**src/rtl/capture_sequencer_pkg.sv**
```systemverilog
// Shared types and defaults for the camera capture front end.
package capture_pkg;
  typedef enum logic [1:0] {
    IDLE       = 2'd0,
    SYNC       = 2'd1,
    WAIT_FRAME = 2'd2,
    ACTIVE     = 2'd3
  } cap_state_t;

  localparam int MAX_COLS_DEF = 2048;
  localparam int CNT_W_DEF    = 11;
  localparam int PIX_W        = 12;
endpackage

```
**src/rtl/capture_sequencer_edge_detect.sv**
```systemverilog
// Registers the camera frame/line strobes and flags their rising and falling edges.
module capture_edge_detect (
  input  logic iCLK,
  input  logic iRST,
  input  logic iFVAL,
  input  logic iLVAL,
  output logic o_fval_rise,
  output logic o_fval_fall,
  output logic o_lval_rise,
  output logic o_lval_fall
);
  logic r_fval_d;
  logic r_lval_d;

  always_ff @(posedge iCLK or negedge iRST) begin
    if (!iRST) begin
      r_fval_d <= 1'b0;
      r_lval_d <= 1'b0;
    end else begin
      r_fval_d <= iFVAL;
      r_lval_d <= iLVAL;
    end
  end

  assign o_fval_rise = iFVAL & ~r_fval_d;
  assign o_fval_fall = ~iFVAL & r_fval_d;
  assign o_lval_rise = iLVAL & ~r_lval_d;
  assign o_lval_fall = ~iLVAL & r_lval_d;
endmodule

```
**src/rtl/capture_sequencer.sv**
```systemverilog
// Capture sequencer: gates raw camera pixels into frames on command and tracks
// column/row position, frame count and over-long lines.
module capture_sequencer
  import capture_pkg::*;
#(
  parameter int MAX_COLS = MAX_COLS_DEF,
  parameter int CNT_W    = CNT_W_DEF
) (
  input  logic             iCLK,
  input  logic             iRST,
  input  logic             iFVAL,
  input  logic             iLVAL,
  input  logic [PIX_W-1:0] iDATA,
  input  logic             iStart,
  input  logic             iSnap,
  input  logic             iStop,
  output logic [PIX_W-1:0] oDATA,
  output logic             oDVAL,
  output logic [CNT_W-1:0] oX_Cont,
  output logic [CNT_W-1:0] oY_Cont,
  output logic [31:0]      oFrame_Cont,
  output logic             oFrame_done,
  output logic             oBusy,
  output logic             oOverflow
);
  // Column counter must be able to hold MAX_COLS itself to detect the overflow pixel.
  localparam int COL_W = $clog2(MAX_COLS + 1);
  localparam logic [COL_W-1:0] COL_LIM = COL_W'(MAX_COLS);
  localparam logic [CNT_W-1:0] ROW_MAX = '1;

  cap_state_t       r_state;
  logic             r_snap;
  logic             r_stop_pend;
  logic [COL_W-1:0] r_col;
  logic [CNT_W-1:0] r_row;

  logic             w_fval_rise;
  logic             w_fval_fall;
  logic             w_lval_rise;
  logic             w_lval_fall;
  logic [COL_W-1:0] w_col;

  capture_edge_detect u_edge (
    .iCLK        (iCLK),
    .iRST        (iRST),
    .iFVAL       (iFVAL),
    .iLVAL       (iLVAL),
    .o_fval_rise (w_fval_rise),
    .o_fval_fall (w_fval_fall),
    .o_lval_rise (w_lval_rise),
    .o_lval_fall (w_lval_fall)
  );

  // A new line always starts at column 0, even if the previous one never closed cleanly.
  assign w_col = w_lval_rise ? '0 : r_col;
  assign oBusy = (r_state != IDLE);

  always_ff @(posedge iCLK or negedge iRST) begin
    if (!iRST) begin
      r_state     <= IDLE;
      r_snap      <= 1'b0;
      r_stop_pend <= 1'b0;
      r_col       <= '0;
      r_row       <= '0;
      oDATA       <= '0;
      oDVAL       <= 1'b0;
      oX_Cont     <= '0;
      oY_Cont     <= '0;
      oFrame_Cont <= '0;
      oFrame_done <= 1'b0;
      oOverflow   <= 1'b0;
    end else begin
      oDATA       <= iDATA;
      oDVAL       <= 1'b0;
      oFrame_done <= 1'b0;
      case (r_state)
        IDLE: begin
          if (!iStop && (iSnap || iStart)) begin
            r_state   <= SYNC;
            r_snap    <= iSnap;
            oOverflow <= 1'b0;
          end
        end
        SYNC: begin
          if (iStop)       r_state <= IDLE;
          else if (!iFVAL) r_state <= WAIT_FRAME;
        end
        WAIT_FRAME: begin
          if (iStop) begin
            r_state <= IDLE;
          end else if (w_fval_rise) begin
            r_state <= ACTIVE;
            r_row   <= '0;
            r_col   <= '0;
            if (iLVAL) begin
              oDVAL   <= 1'b1;
              oX_Cont <= '0;
              oY_Cont <= '0;
              r_col   <= COL_W'(1);
            end
          end
        end
        ACTIVE: begin
          if (w_fval_fall) begin
            // Frame end also closes any open line; its row increment is dropped.
            oFrame_done <= 1'b1;
            oFrame_Cont <= oFrame_Cont + 32'd1;
            r_stop_pend <= 1'b0;
            r_state     <= (r_snap || r_stop_pend || iStop) ? IDLE : WAIT_FRAME;
          end else begin
            if (iStop) r_stop_pend <= 1'b1;
            if (iFVAL && iLVAL) begin
              if (w_col < COL_LIM) begin
                oDVAL   <= 1'b1;
                oX_Cont <= CNT_W'(w_col);
                oY_Cont <= r_row;
                r_col   <= w_col + 1'b1;
              end else begin
                oOverflow <= 1'b1;
              end
            end else if (w_lval_fall) begin
              r_col <= '0;
              if (r_row != ROW_MAX) r_row <= r_row + 1'b1;
            end
          end
        end
        default: r_state <= IDLE;
      endcase
    end
  end
endmodule

```
**config.mk**
```make
export PLATFORM = sky130hd
export DESIGN_NAME = capture_sequencer
export DESIGN_NICKNAME = d
export VERILOG_FILES = /design/src/rtl/capture_sequencer_pkg.sv /design/src/rtl/capture_sequencer_edge_detect.sv /design/src/rtl/capture_sequencer.sv
export SDC_FILE = /design/constraint.sdc
export NUM_CORES = 1
export LEC_CHECK = 0
export BUFFER_PORTS_ARGS = -buffer_cell sky130_fd_sc_hd__buf_2
export CORE_UTILIZATION = 30
export CTS_BUF_LIST = sky130_fd_sc_hd__clkbuf_2 sky130_fd_sc_hd__clkbuf_4 sky130_fd_sc_hd__clkbuf_8
export CTS_CLUSTER_SIZE = 16
export DETAILED_ROUTE_END_ITERATION = 12
export PLACE_DENSITY = 0.54
export SYNTH_ARGS = -nofsm -noshare
export SYNTH_HDL_FRONTEND = slang
export SYNTH_SLANG_ARGS = --single-unit
export TNS_END_PERCENT = 1
```
**constraint.sdc**
```tcl
create_clock -name iCLK -period 1.9 [get_ports iCLK]
set_input_delay 0.38 -clock iCLK [delete_from_list [all_inputs] [get_ports iCLK]]
set_output_delay 0.38 -clock iCLK [all_outputs]
set_load 0.005 [all_outputs]
```
* Word level (Yosys, flattened, before mapping) *
Index checks and enable logic that the tools add are counted.

cells by class
  $add $sub $neg = 3
  multipliers = 0
  divide/modulo/power cells = 0
  magnitude comparators = 1
  equality and inequality tests = 20
  shifts and indexed selects = 0
  mux-type cells = 51
  bitwise logic cells = 8
  reductions and logical operators = 19

operators with widths
  kind                   count
  $mux 11                15
  $mux 12                7
  $pmux 11 s2            3
  $add 32x1->32 const B  1
  $pmux 12 s2            1
  $ne 2x2->1 const B     9
  $mux 1                 15
  $mux 2                 7
  $reduce_and 7->1       2
  $add 12x1->12 const B  1
  $lt 12x12->1 const B   1
  $add 11x1->11 const B  1
  $ne 11x11->1 const B   1
  $pmux 2 s4             1
  $reduce_bool 2->1      4
  $ne 2x1->1 const B     3
  $ne 3x2->1 const B     2
  $ne 3x3->1 const B     2
  $reduce_and 2->1       3
  $reduce_and 6->1       1
  $reduce_and 5->1       1
  $and 1x1->1            4
  $eq 2x2->1 const B     2
  $not 1->1              4
  other kinds (7)        11

word-level totals
  register bits = 98
  bits in latches = 0
  bits in writable memories = 0
  bits in read-only memories = 0
  bits of input ports = 19
  word-level logic and storage cells = 116
  memories kept = 0

* Longest topological paths before layout *
  depth in word-level cells = 8
  depth in mapped cells = 10
  mapped depth without buffers = 9

* Modules after synthesis *
Synthesis repeated with hierarchy kept, for this count alone.

unflattened totals
  cells, all modules = 421
  area, all modules = 4546.9 sq um

by module, submodules not included
  module               instances  cells each  area each (sq um)  sequential area each (sq um)
  capture_sequencer    1          415         4461.8             2402.3
  capture_edge_detect  1          6           85.1               50.0

* Least setup slack after synthesis *
OpenSTA, ideal clock, no wires.

  path type = register -> register
  start = register u_edge.r_lval_d
  end = register r_col[10]
  library setup time = 0.066 ns
  arrival time = 1.737 ns
  required time = 1.834 ns
  path slack = 0.097 ns
  stages on the path, launching flop included = 10
  cells stage by stage = dfrtp_1 > nand2b_1 > clkbuf_1 > and2_1 > ha_1 > and3_1 > and3_1 > a31oi_1 > o21ai_0 > nand2_1

on the way
  longest elaborated chain between the ends = 8

RTL lines
  what                      line                                 text
  start: declaration        capture_sequencer_edge_detect.sv:13  logic r_lval_d;
  start signal: assignment  capture_sequencer_edge_detect.sv:21  r_lval_d <= iLVAL;
  $not 1->1                 capture_sequencer_edge_detect.sv:27  assign o_lval_rise = iLVAL & ~r_lval_d;
  $and 1x1->1               capture_sequencer_edge_detect.sv:27
  $mux 12                   capture_sequencer.sv:55              assign w_col = w_lval_rise ? '0 : r_col;
  $add 12x1->12             capture_sequencer.sv:117             r_col <= w_col + 1'b1;
  $mux 12                   capture_sequencer.sv:113             if (w_col < COL_LIM) begin
  $mux 12                   capture_sequencer.sv:112             if (iFVAL && iLVAL) begin
  $mux 12                   capture_sequencer.sv:104             if (w_fval_fall) begin
  $pmux 12 s2               capture_sequencer.sv:76              case (r_state)
  end signal: assignment    capture_sequencer.sv:117
  end: declaration          capture_sequencer.sv:34              logic [COL_W-1:0] r_col;

Parallel ways exist; a longest one is shown, timed or not. The select of a mux whose other input is x is not followed.
A chain may end at the register's enable or synchronous reset.

* Final worst setup path *
  start = register r_row[0]
  end = register r_row[9]

on the way
  longest elaborated chain between the ends = 6

RTL lines
  what                      line                      text
  start: declaration        capture_sequencer.sv:35   logic [CNT_W-1:0] r_row;
  start signal: assignment  capture_sequencer.sv:123  if (r_row != ROW_MAX) r_row <= r_row + 1'b1;
  $add 11x1->11             capture_sequencer.sv:123
  $mux 11                   capture_sequencer.sv:123
  $mux 11                   capture_sequencer.sv:121  end else if (w_lval_fall) begin
  $mux 11                   capture_sequencer.sv:112
  $mux 11                   capture_sequencer.sv:104
  $pmux 11 s2               capture_sequencer.sv:76

Parallel ways exist; a longest one is shown, timed or not. The select of a mux whose other input is x is not followed.

==> run_results.csv <==
group,metric,value,unit
sta,finalMaxSlewViolations,0,
final_layout,area_delta_synth_final,25.7,%
floorplanning,ios,89,
floorplanning,start_util,30.7,%
global_route,grt_pass1_wl,16100,microns
clocking,cts_buffer_depth,2,
sta,grt_setup_unrepaired,"no",
placement,place_congestion,0.839,
floorplanning,core_region_area,13900,sq um
final_layout,mostFrequentLayoutCell,"dfrtp_1",
final_layout,final_util,38.5,%
sta,setup_viol,0,
floorplanning,die_h,121,microns
clocking,htreeDepth,3,
setup_path,worstSetupPathType,"reg2reg",
synth,syn_area,4260,sq um
global_route,grt_max_degree,42,
setup_path,start_kind,"flip-flop",
drt,antenna_left,0,
sta,hold_viol,0,
clocking,cts_root_buffer,"clkbuf_8",
clocking,path_clk_slew,0.09,ns
drt,drt_wl_total,9570,microns
power_and_ir_drop,powerDensity,783,nW/um^2
clocking,post_cts_buffers,0,
placement,dp_hpwl,7060,microns
sta,whs,0.111,ns
synth,synthFlopType,"dfrtp_1",
setup_path,critPathSlowestCell,"or4_1",
setup_path,crit_arrival,2.08,ns
floorplanning,die_x,121,microns
clocking,cts.sinks,98,
floorplanning,row_count,43,
power_and_ir_drop,leakage,2.65,nW
worst_hold_path,min_path_type,"in2reg",
global_route,grt_antenna_before_repair,0,
final_layout,final_cell_mix,"dfrtp_1 (98), buf_2 (87), nand2_1 (72)",
synth,synth_largest_area_cell,"dfrtp_1",
sta,clock_skew,0.00884,ns
synth,syn_nets,432,
drt,drc,0,
sta,finalCritPeriodShare,93.2,%
synth,synth_edf_count,0,
global_route,grt.overflow.total,0,
final_layout,drive_gt1_share,28.6,%
clocking,clkLatencyLatePin,0.38,ns
placement,io_buffers,88,
clocking,cts_tree,"done",
final_layout,num_antenna_cells,0,
synth,synthArstFlopShare,100,%
clocking,cts_inserted_buffers,9,
setup_path,crit_fanout,8,
setup_path,setup.worst_path.end_class,"flip-flop",
setup_path,worstPathCellList,"ha_1 -> nand3_1 -> nor4_1 -> a21o_1 -> or4_1 -> a21oi_1",
synth,synth-seq-area-share,57.6,%
setup_path,max_stage_delay,0.49,ns
sta,slew_headroom,76.9,%
floorplanning,die_area,14700,sq um
synth,synth_top_area_share,57.6,%
sta,totalNegativeSetupSlack,0,ns
synth,ys_ff_latch,98,
drt,first_pass_iters,4,
synth,syn_avg_cell_area,10.4,sq um
drt,avgViaCountPerCell,4.72,
run,drv_cap,0,
outcome,status,"complete, no violations",
drt,dr_total_vias,3372,
drt,wl_per_cell,13.4,microns
synth,ys.warnings.count,0,
synth,synth_cells,410,
drt,drt_iter0_drc,184,
global_route,grt_usage,14.1,%
setup_path,cp.required,2.21,ns
sta,period_needed,1.77,ns
power_and_ir_drop,ir_drop,0.344,mV
sta,worst_pin_slew,0.337,ns
sta,timing.fmax,0.565,GHz
global_route,grt_pass1_vias,3280,
synth,synthTopCellsByArea,"dfrtp_1 (58%), nand2_1 (6.4%), xnor2_1 (4.9%)",
final_layout,nNetsFinal,552,
synth,yosysUniqueCellTypes,53,
where the power goes:
group / leakage (nW) / internal [mW] / switching, mW / total, mW
combinational: 1.24 / 0.260 / 0.301 / 0.561
sequential: 1.32 / 2.23 / 0.121 / 2.35
clock: 0.0944 / 0.570 / 0.702 / 1.27
total: 2.65 / 3.06 / 1.12 / 4.18
synthesized netlist by cell type, types with 2 or more instances:
cell type and n:
nand4_1 10, ha_1 3, nand3_1 23, o21ai_0 39, a22o_1 3, buf_6 2, or4_1 2, o31ai_1 7
or3_1 2, buf_2 6, xnor2_1 24, and3_1 10, nor2_1 24, dfrtp_1 98, xor2_1 7, a21o_1 3
clkbuf_1 7, nand2_1 72, inv_1 6, a31oi_1 3, nor3_1 3, o41ai_1 2, nand2b_1 3, and4_1 5
and2_1 6, a21oi_1 13
critical path, delay by kind of cell, from the launching register on:
kind,cells,cell delay (ns)
flops,1,0.39
compound gates,2,0.39
fa+ha+maj,1,0.21
simple gates,3,0.71
stage by stage:
stage	setup slack, ns	area [sq um]	total power, mW	cells
3_3_place_gp	0.0778	5150	2.95	698
4_1_cts	0.0988	5340	4.26	715
3_5_place_dp	0.0141	5150	2.96	698
2_1_floorplan	0.0973	4260	2.65	410
6_report	0.129	5350	4.18	715
5_1_grt	0.00128	5350	4.44	715
final cells by class:
type                    instances  area [sq um]
clock buffers                  14           168
clock inverters                 2          12.5
fillers                      1410          8530
inverters                       6          22.5
multi-input cells             290          1710
flip-flops and latches         98          2450
well taps                     180           225
repair buffers                125           761
what timing repair did:
item / CTS / global route
endpoints found under the setup margin: 0 / 12
hold endpoints to repair: 24 / 0
gates resized for setup: 0 / 3
hold buffers: 1 / 0
final timing paths:
path	depth (start not counted)	endpoint	from	slack [ns]
worst min-delay path	1	oDATA[1]	iDATA[1]	0.11
worst min register to register	1	oFrame_Cont[31]	oFrame_Cont[31]	0.47
max in group asynchronous	3	oDATA[2]	iRST	0.89
worst max register to register	6	r_row[9]	r_row[0]	0.13
min in group asynchronous	2	oFrame_Cont[9]	iRST	0.46
worst max-delay path	6	r_row[9]	r_row[0]	0.13
cell families after synthesis:
kind of cell | count (synthesis) | synth area share (%)
muxes | 1 | 0.265
xor gates and xnor gates | 31 | 6.38
and+or+nand+nor | 175 | 21.0
AOI/OAI and AO/OA | 80 | 11.3
adders and majority gates | 3 | 0.882
DFF | 98 | 57.6
buffers and inverters | 22 | 2.47
metal layers:
layer | part of all wire (%) | track usage (%) | vias up | wire length, microns
met5 | 0 | 0 | - | 0
met3 | 5.3 | 3.10 | 15 | 509
li1 | - | - | 1669 | -
met4 | 2.3 | 7.10 | 0 | 219
met2 | 44 | 21.4 | 87 | 4250
met1 | 48 | 19.0 | 1601 | 4590
registers in the layout (all words and copies together), names as in the netlist:
| name | flops |
|---|---|
| r_col | 12 |
| u_edge.r_fval_d | 1 |
| r_snap | 1 |
| oX_Cont | 11 |
| oFrame_done | 1 |
| u_edge.r_lval_d | 1 |
| r_state | 2 |
| oOverflow | 1 |
| oDVAL | 1 |
| r_row | 11 |
| oFrame_Cont | 32 |
| r_stop_pend | 1 |
| oY_Cont | 11 |
| oDATA | 12 |
Power figures use the tool's default switching activity.
